--- src/rtl/fb_read_scheduler.sv ---
// Framebuffer RAM scheduler: raster-order prefetch into a small FIFO for the display,
// with spare RAM cycles granted to a single write requester. Optional macro: FB_SCHED_UNDERFLOW_EN.
//
// state   | meaning
// --------+-------------------------------------------------------------
// S_WAIT  | after reset; no display reads, writes granted freely
// S_FETCH | frame in progress; display reads have strict RAM priority
// S_DONE  | whole frame issued; no display reads, writes granted freely
module fb_read_scheduler #(
    parameter int H_ACT = 800,
    parameter int V_ACT = 600,
    parameter int AW    = 19,
    parameter int DW    = 12,
    parameter int DEPTH = 4
) (
    input  logic          pclk,
    input  logic          rst,
    input  logic          hen,
    input  logic          ven,
    input  logic          vs,
    input  logic          wr_req,
    input  logic [AW-1:0] wr_addr,
    input  logic [DW-1:0] wr_data,
    output logic          wr_ack,
    output logic [AW-1:0] mem_addr,
    output logic          mem_we,
    output logic [DW-1:0] mem_wdata,
    input  logic [DW-1:0] mem_rdata,
    output logic [DW-1:0] pix_out,
    output logic          pix_valid,
    output logic          underflow
);
    localparam int PW = $clog2(DEPTH);
    localparam logic [AW:0] TOTAL = (AW+1)'(H_ACT * V_ACT);

    typedef enum logic [1:0] {S_WAIT, S_FETCH, S_DONE} state_t;

    state_t          state, state_nxt;
    logic            vs_q;
    logic            fs;
    logic            pop;
    logic            rd_issue;
    logic            inflight;
    logic            push;
    logic            store;
    logic            deq;
    logic            fifo_empty;
    logic [AW-1:0]   rd_addr;
    logic [PW:0]     count;
    logic [PW+1:0]   level;
    logic [PW-1:0]   wptr, rptr;
    logic [DW-1:0]   fifo_mem [DEPTH];

    assign fs         = vs & ~vs_q;
    assign pop        = hen & ven;
    assign fifo_empty = (count == '0);
    assign level      = {1'b0, count} + (PW+2)'(inflight);
    assign rd_issue   = (state == S_FETCH) & ~fs & ((level < (PW+2)'(DEPTH)) | pop);
    // read data that returns in a frame-start cycle belongs to the old frame
    assign push       = inflight & ~fs;
    // a pop against an empty FIFO takes the returning word straight through
    assign store      = push & ~(pop & fifo_empty);
    assign deq        = pop & ~fifo_empty;

    always_comb begin
        mem_addr  = '0;
        mem_we    = 1'b0;
        mem_wdata = '0;
        wr_ack    = 1'b0;
        if (rd_issue) begin
            mem_addr = rd_addr;
        end else if (wr_req & ~rst) begin
            mem_addr  = wr_addr;
            mem_we    = 1'b1;
            mem_wdata = wr_data;
            wr_ack    = 1'b1;
        end
    end

    always_comb begin
        state_nxt = state;
        case (state)
            S_WAIT:  if (fs) state_nxt = S_FETCH;
            S_FETCH: begin
                if (fs)
                    state_nxt = S_FETCH;
                else if (rd_issue && (({1'b0, rd_addr} + (AW+1)'(1)) == TOTAL))
                    state_nxt = S_DONE;
            end
            S_DONE:  if (fs) state_nxt = S_FETCH;
            default: state_nxt = S_WAIT;
        endcase
    end

    always_ff @(posedge pclk or posedge rst) begin
        if (rst) begin
            state    <= S_WAIT;
            vs_q     <= 1'b0;
            rd_addr  <= '0;
            inflight <= 1'b0;
        end else begin
            state    <= state_nxt;
            vs_q     <= vs;
            inflight <= rd_issue;
            if (fs)
                rd_addr <= '0;
            else if (rd_issue)
                rd_addr <= rd_addr + AW'(1);
        end
    end

    always_ff @(posedge pclk or posedge rst) begin
        if (rst) begin
            count <= '0;
            wptr  <= '0;
            rptr  <= '0;
        end else if (fs) begin
            count <= '0;
            wptr  <= '0;
            rptr  <= '0;
        end else begin
            count <= count + (PW+1)'(store) - (PW+1)'(deq);
            if (store) wptr <= wptr + PW'(1);
            if (deq)   rptr <= rptr + PW'(1);
        end
    end

    always_ff @(posedge pclk) begin
        if (store)
            fifo_mem[wptr] <= mem_rdata;
    end

    always_ff @(posedge pclk or posedge rst) begin
        if (rst) begin
            pix_out   <= '0;
            pix_valid <= 1'b0;
        end else if (pop) begin
            pix_valid <= 1'b1;
            if (!fifo_empty)
                pix_out <= fifo_mem[rptr];
            else if (push)
                pix_out <= mem_rdata;
            else
                pix_out <= '0;
        end else begin
            pix_out   <= '0;
            pix_valid <= 1'b0;
        end
    end

`ifdef FB_SCHED_UNDERFLOW_EN
    always_ff @(posedge pclk or posedge rst) begin
        if (rst)
            underflow <= 1'b0;
        else if (pop & fifo_empty & ~push)
            underflow <= 1'b1;
    end
`else
    assign underflow = 1'b0;
`endif

endmodule

--- config.mk ---
export PLATFORM = sky130hd
export DESIGN_NAME = fb_read_scheduler
export DESIGN_NICKNAME = d
export VERILOG_FILES = /design/src/rtl/fb_read_scheduler.sv
export SDC_FILE = /design/constraint.sdc
export NUM_CORES = 1
export LEC_CHECK = 0
export BUFFER_PORTS_ARGS = -buffer_cell sky130_fd_sc_hd__buf_2
export CORE_MARGIN = 8
export CORE_UTILIZATION = 56
export CTS_BUF_LIST = sky130_fd_sc_hd__clkbuf_2
export CTS_CLUSTER_SIZE = 16
export DETAILED_ROUTE_END_ITERATION = 12
export GPL_TIMING_DRIVEN = 1
export PLACE_DENSITY = 0.78
export SYNTH_ARGS = -nofsm -noshare
export SYNTH_HDL_FRONTEND = slang
export SYNTH_SLANG_ARGS = --single-unit
--- constraint.sdc ---
create_clock -name pclk -period 2.8 [get_ports pclk]
set_clock_uncertainty 0.2 [all_clocks]
set_input_delay 0.42 -clock pclk [delete_from_list [all_inputs] [get_ports pclk]]
set_output_delay 0.42 -clock pclk [all_outputs]
set_load 0.02 [all_outputs]
==> summary.md <==
| Metric | Value |
|---|---|
| RSZ-0062 raised after global routing | true |
| All-layer global routing usage | 18.2% |
| Synth cell types | just under 50 |
| Mean post-synth cell area | about 13 µm² |
| Yosys top cell area share | 32.5% |
| Global-route wire length before repair | 16100 µm |
| DP Cell Count | 533 |
| Fillers | 560 |
| Mapped cell area | 4430 µm² |
| GPL Wtd Cong | 0.854 |
| GRT overflow | 0 |
| DRC violations left | 0 |
| Layout Cells excl Fill | 568 |
| Sw power | 0.00137 W |
| Crit path DAT | 2470 ps |
| Synth Area in Simple Gates | 14.6% |
| Rows | 32 |
| Routed WL per cell | 17.6 µm |
| Max-cap check violation count | 0 |
| Critical path class | reg -> out |
| CTS tree | done |
| Status | finished, violations left |
| Initial Util | 57.7% |
| Nets | 520 |
| Logic pwr share | about a third |
| Seq cells post-synth | 91 |
| Root buffer cell | clkbuf_2 |
| Worst Setup Start Kind | register |
| Worst vdd ir | 575 µV |
| Syn Nets | ~410 |
| Most common cell in the netlist | edfxtp_1 |
| Vias per inst | between 5 and 6 |
| Flop-to-flop setup slack | approximately 270 ps |
| Tcrit/Tclk final | 110% |
| XOR/XNOR Fraction of Synth Area | under 10% |
| Multiplexer share of the synthesized area | 6.32% |
| Antenna violations before repair | 0 |
| Via count of the first global-routing pass | 3158 |
| Clock Sinks | 91 |
| Commonest cells post-synth | edfxtp_1 (48), dfrtp_1 (43), nor2_1 (31), a22o_1 (30) |
| H-tree depth | 3 |
| Die area | 11000 µm² |
| Die height | between 100 and 150 µm |
| Required time worst endpoint | 2180 ps |
| Post-Synthesis Cells | between 300 and 400 |
| Initial DRC count | 130 |
| Clock Path Buffers | 2 |
| Synth-to-Final Area Change | 21.8% |
| Worst-path cell chain | ha_2, o211ai_1, nand2b_1, a311oi_4, nor3b_4, buf_6, a22o_1, buf_2 |
| Smallest hold slack | around 280 ps |
| Post-synthesis compound-gate area fraction | 10.5% |
| Count of port buffers added during placement | 94 |
| Async S/R FF share, synth | 47.3% |
| Routed Antenna Nets | 0 |
| Pleak | 2.29 nW |
| Setup WS post-layout | -291 ps |
| Final Critical Period | 3090 ps |
| Clock buffer count from CTS | 9 |
| Final hold vios | 0 |
| Pin count of the biggest net entering global routing | 44 |
| Sw frac | 36.2% |
| DR vias | between 3000 and 4000 |
| Clock power share | 16.2% |
| Main combinational cell family by area after synthesis | simple AND/OR/NAND/NOR gates |
| Router iterations before antenna repair | 4 |
| Sequential share of power | 49.1% |
| Skew-Pair Late Insertion Delay | around 540 ps |
| Max-slew headroom | between 30% and 40% |
| Max incr delay on CP | between 400 and 500 ps |
| Sequential share of the synthesized area | between 50% and 60% |
| Fmax | 324 MHz |
| Core area | 7690 µm² |
| WP buf/inv | 2 |
| Internal | 0.00242 W |
| Top post-synthesis cells by area | edfxtp_1 (33%), dfrtp_1 (24%), mux4_2 (6.1%), a22o_1 (5.9%), xnor2_1 (4.0%) |
| Setup-failing EPs final | 33 |
| Most used DFF post-synth | edfxtp_1 |
| Routed Wire Length | 10000 µm |
| Warnings from Yosys | 0 |
| Slowest cell on crit path | dfrtp_1 |
| I/O pin count | 96 |
| Tightest Hold Check Type | in -> reg |
| Violated checks | setup timing |
| Layout cells sized above 1 | 33.5% |
| Post-synthesis adder-cell area fraction | between 2 and 3% |
| Post-detail-place hpwl | about 6700 µm |
| Worst path top cell family by delay | compound AO/OA/AOI/OAI gates |
| Worst Setup End Kind | output pin |
| Post-synth EDFFs | 48 |
| N_diodes | 0 |
| Measured slew at the worst slew-check pin | 999 ps |
| Top cell type by total area after synthesis | edfxtp_1 |
| Crit Path Max Fanout | 11 |
| Clock-pin slew on the worst setup and hold paths | 260 ps |
| Die X | 105 µm |
| Cell Pwr Density | 703 nW/µm² |
| Slew Viols, Final | 0 |
## worst register-to-register path, cell delays in order (launching register included)
cell	delay [ps]
dfrtp_1	540
ha_1	330
nand3_2	160
or3_1	380
a2111oi_4	390
a2bb2oi_2	150
o2111ai_1	120
and2_1	190
## logic make-up (layout without fill, tap and decap cells)
logic type | Yosys count | after routing
buffers and inverters | 39 | 153
adders and majority gates | 10 | 10
other | 1 | 1
and+or+nand+nor | 119 | 119
AOI/OAI and AO/OA | 55 | 55
DFF | 91 | 91
muxes | 13 | 13
xor gates and xnor gates | 24 | 24
## what timing repair did
action,CTS,global route
buffers inserted,2,0
hold endpoints to repair,106,0
gates resized for setup,33,4
cloned,2,0
hold buffers,15,0
setup endpoints to repair,33,33
pin swaps,6,0
## stage by stage
stage	power, W	util, %	worst slack, ps	instance area (µm²)	TNS (ps)
2_1_floorplan	0.00275	-	186	4430	0
3_3_place_gp	0.00307	65.1	326	5000	0
3_5_place_dp	0.00313	65.1	268	5000	0
4_1_cts	0.00381	70.0	-298	5380	-8780
5_1_grt	0.00402	70.3	-494	5400	-15160
6_report	0.00380	70.3	-291	5400	-8450
## per-layer routing
metal	track usage (%)	vias up	wire length (µm)
li1	-	1506	-
met5	0	-	0
met2	29.1	96	4720
met4	6.73	0	167
met3	4.98	13	524
met1	23.2	1546	4580
## layout by cell type (no fill, tap or decap), drive strengths merged, types with 2 or more instances in the layout
cell and instances:
nor2 31, xor2 4, a22o 30, or2 3, clkinv 4, dlygate4sd3 15, o31a 2, or3 3
a21oi 3, nor3 11, nand4 5, o31ai 2, nand2 20, nand2b 4, a311oi 2, o2111ai 2
and2 18, nor3b 4, buf 110, clkbuf 9, nor2b 2, nor4 9, ha 9, xnor2 20
mux4 12, o21ai 6, edfxtp 48, dfrtp 43, inv 15, nand3 8
## sequential cells by signal, indices dropped and copies added (netlist names)
register and count:
wptr 2, vs_q 1, pix_valid 1, pix_out 12
rptr 2, state 2, fifo_mem 48, count 3
rd_addr 19, inflight 1
## final cells by class
type | instances | area (µm²) | area share, %
timing repair buffer | 125 | 826 | 15.3
multi-input combinational | 222 | 1780 | 33.0
inverter | 12 | 45.0 | 0.834
clock inverter | 7 | 58.8 | 1.09
tap | 102 | 128 | 2.36
sequential | 91 | 2520 | 46.6
clock buffer | 9 | 45.0 | 0.834
## path summary, 6_finish.rpt
path | endpoint | from | depth (start not counted)
worst min register to register | state[1] | state[1] | 2
max in group asynchronous | rd_addr[15] | rst | 4
min in group asynchronous | rd_addr[10] | rst | 4
worst max register to register | state[0] | rd_addr[0] | 7
worst min-delay path | rd_addr[4] | vs | 4
worst max-delay path | mem_addr[5] | count[2] | 8
## power by group through the flow
stage / clock network (W) / logic, W / registers [W]
finish: 0.000614 / 0.00132 / 0.00187
global route: 0.000681 / 0.00144 / 0.00190
CTS: 0.000634 / 0.00131 / 0.00187
detailed placement: 0 / 0.00123 / 0.00190
global placement: 0 / 0.00118 / 0.00189
floorplan: 0 / 0.000904 / 0.00184
No activity file was read; power rests on OpenSTA's default activity.
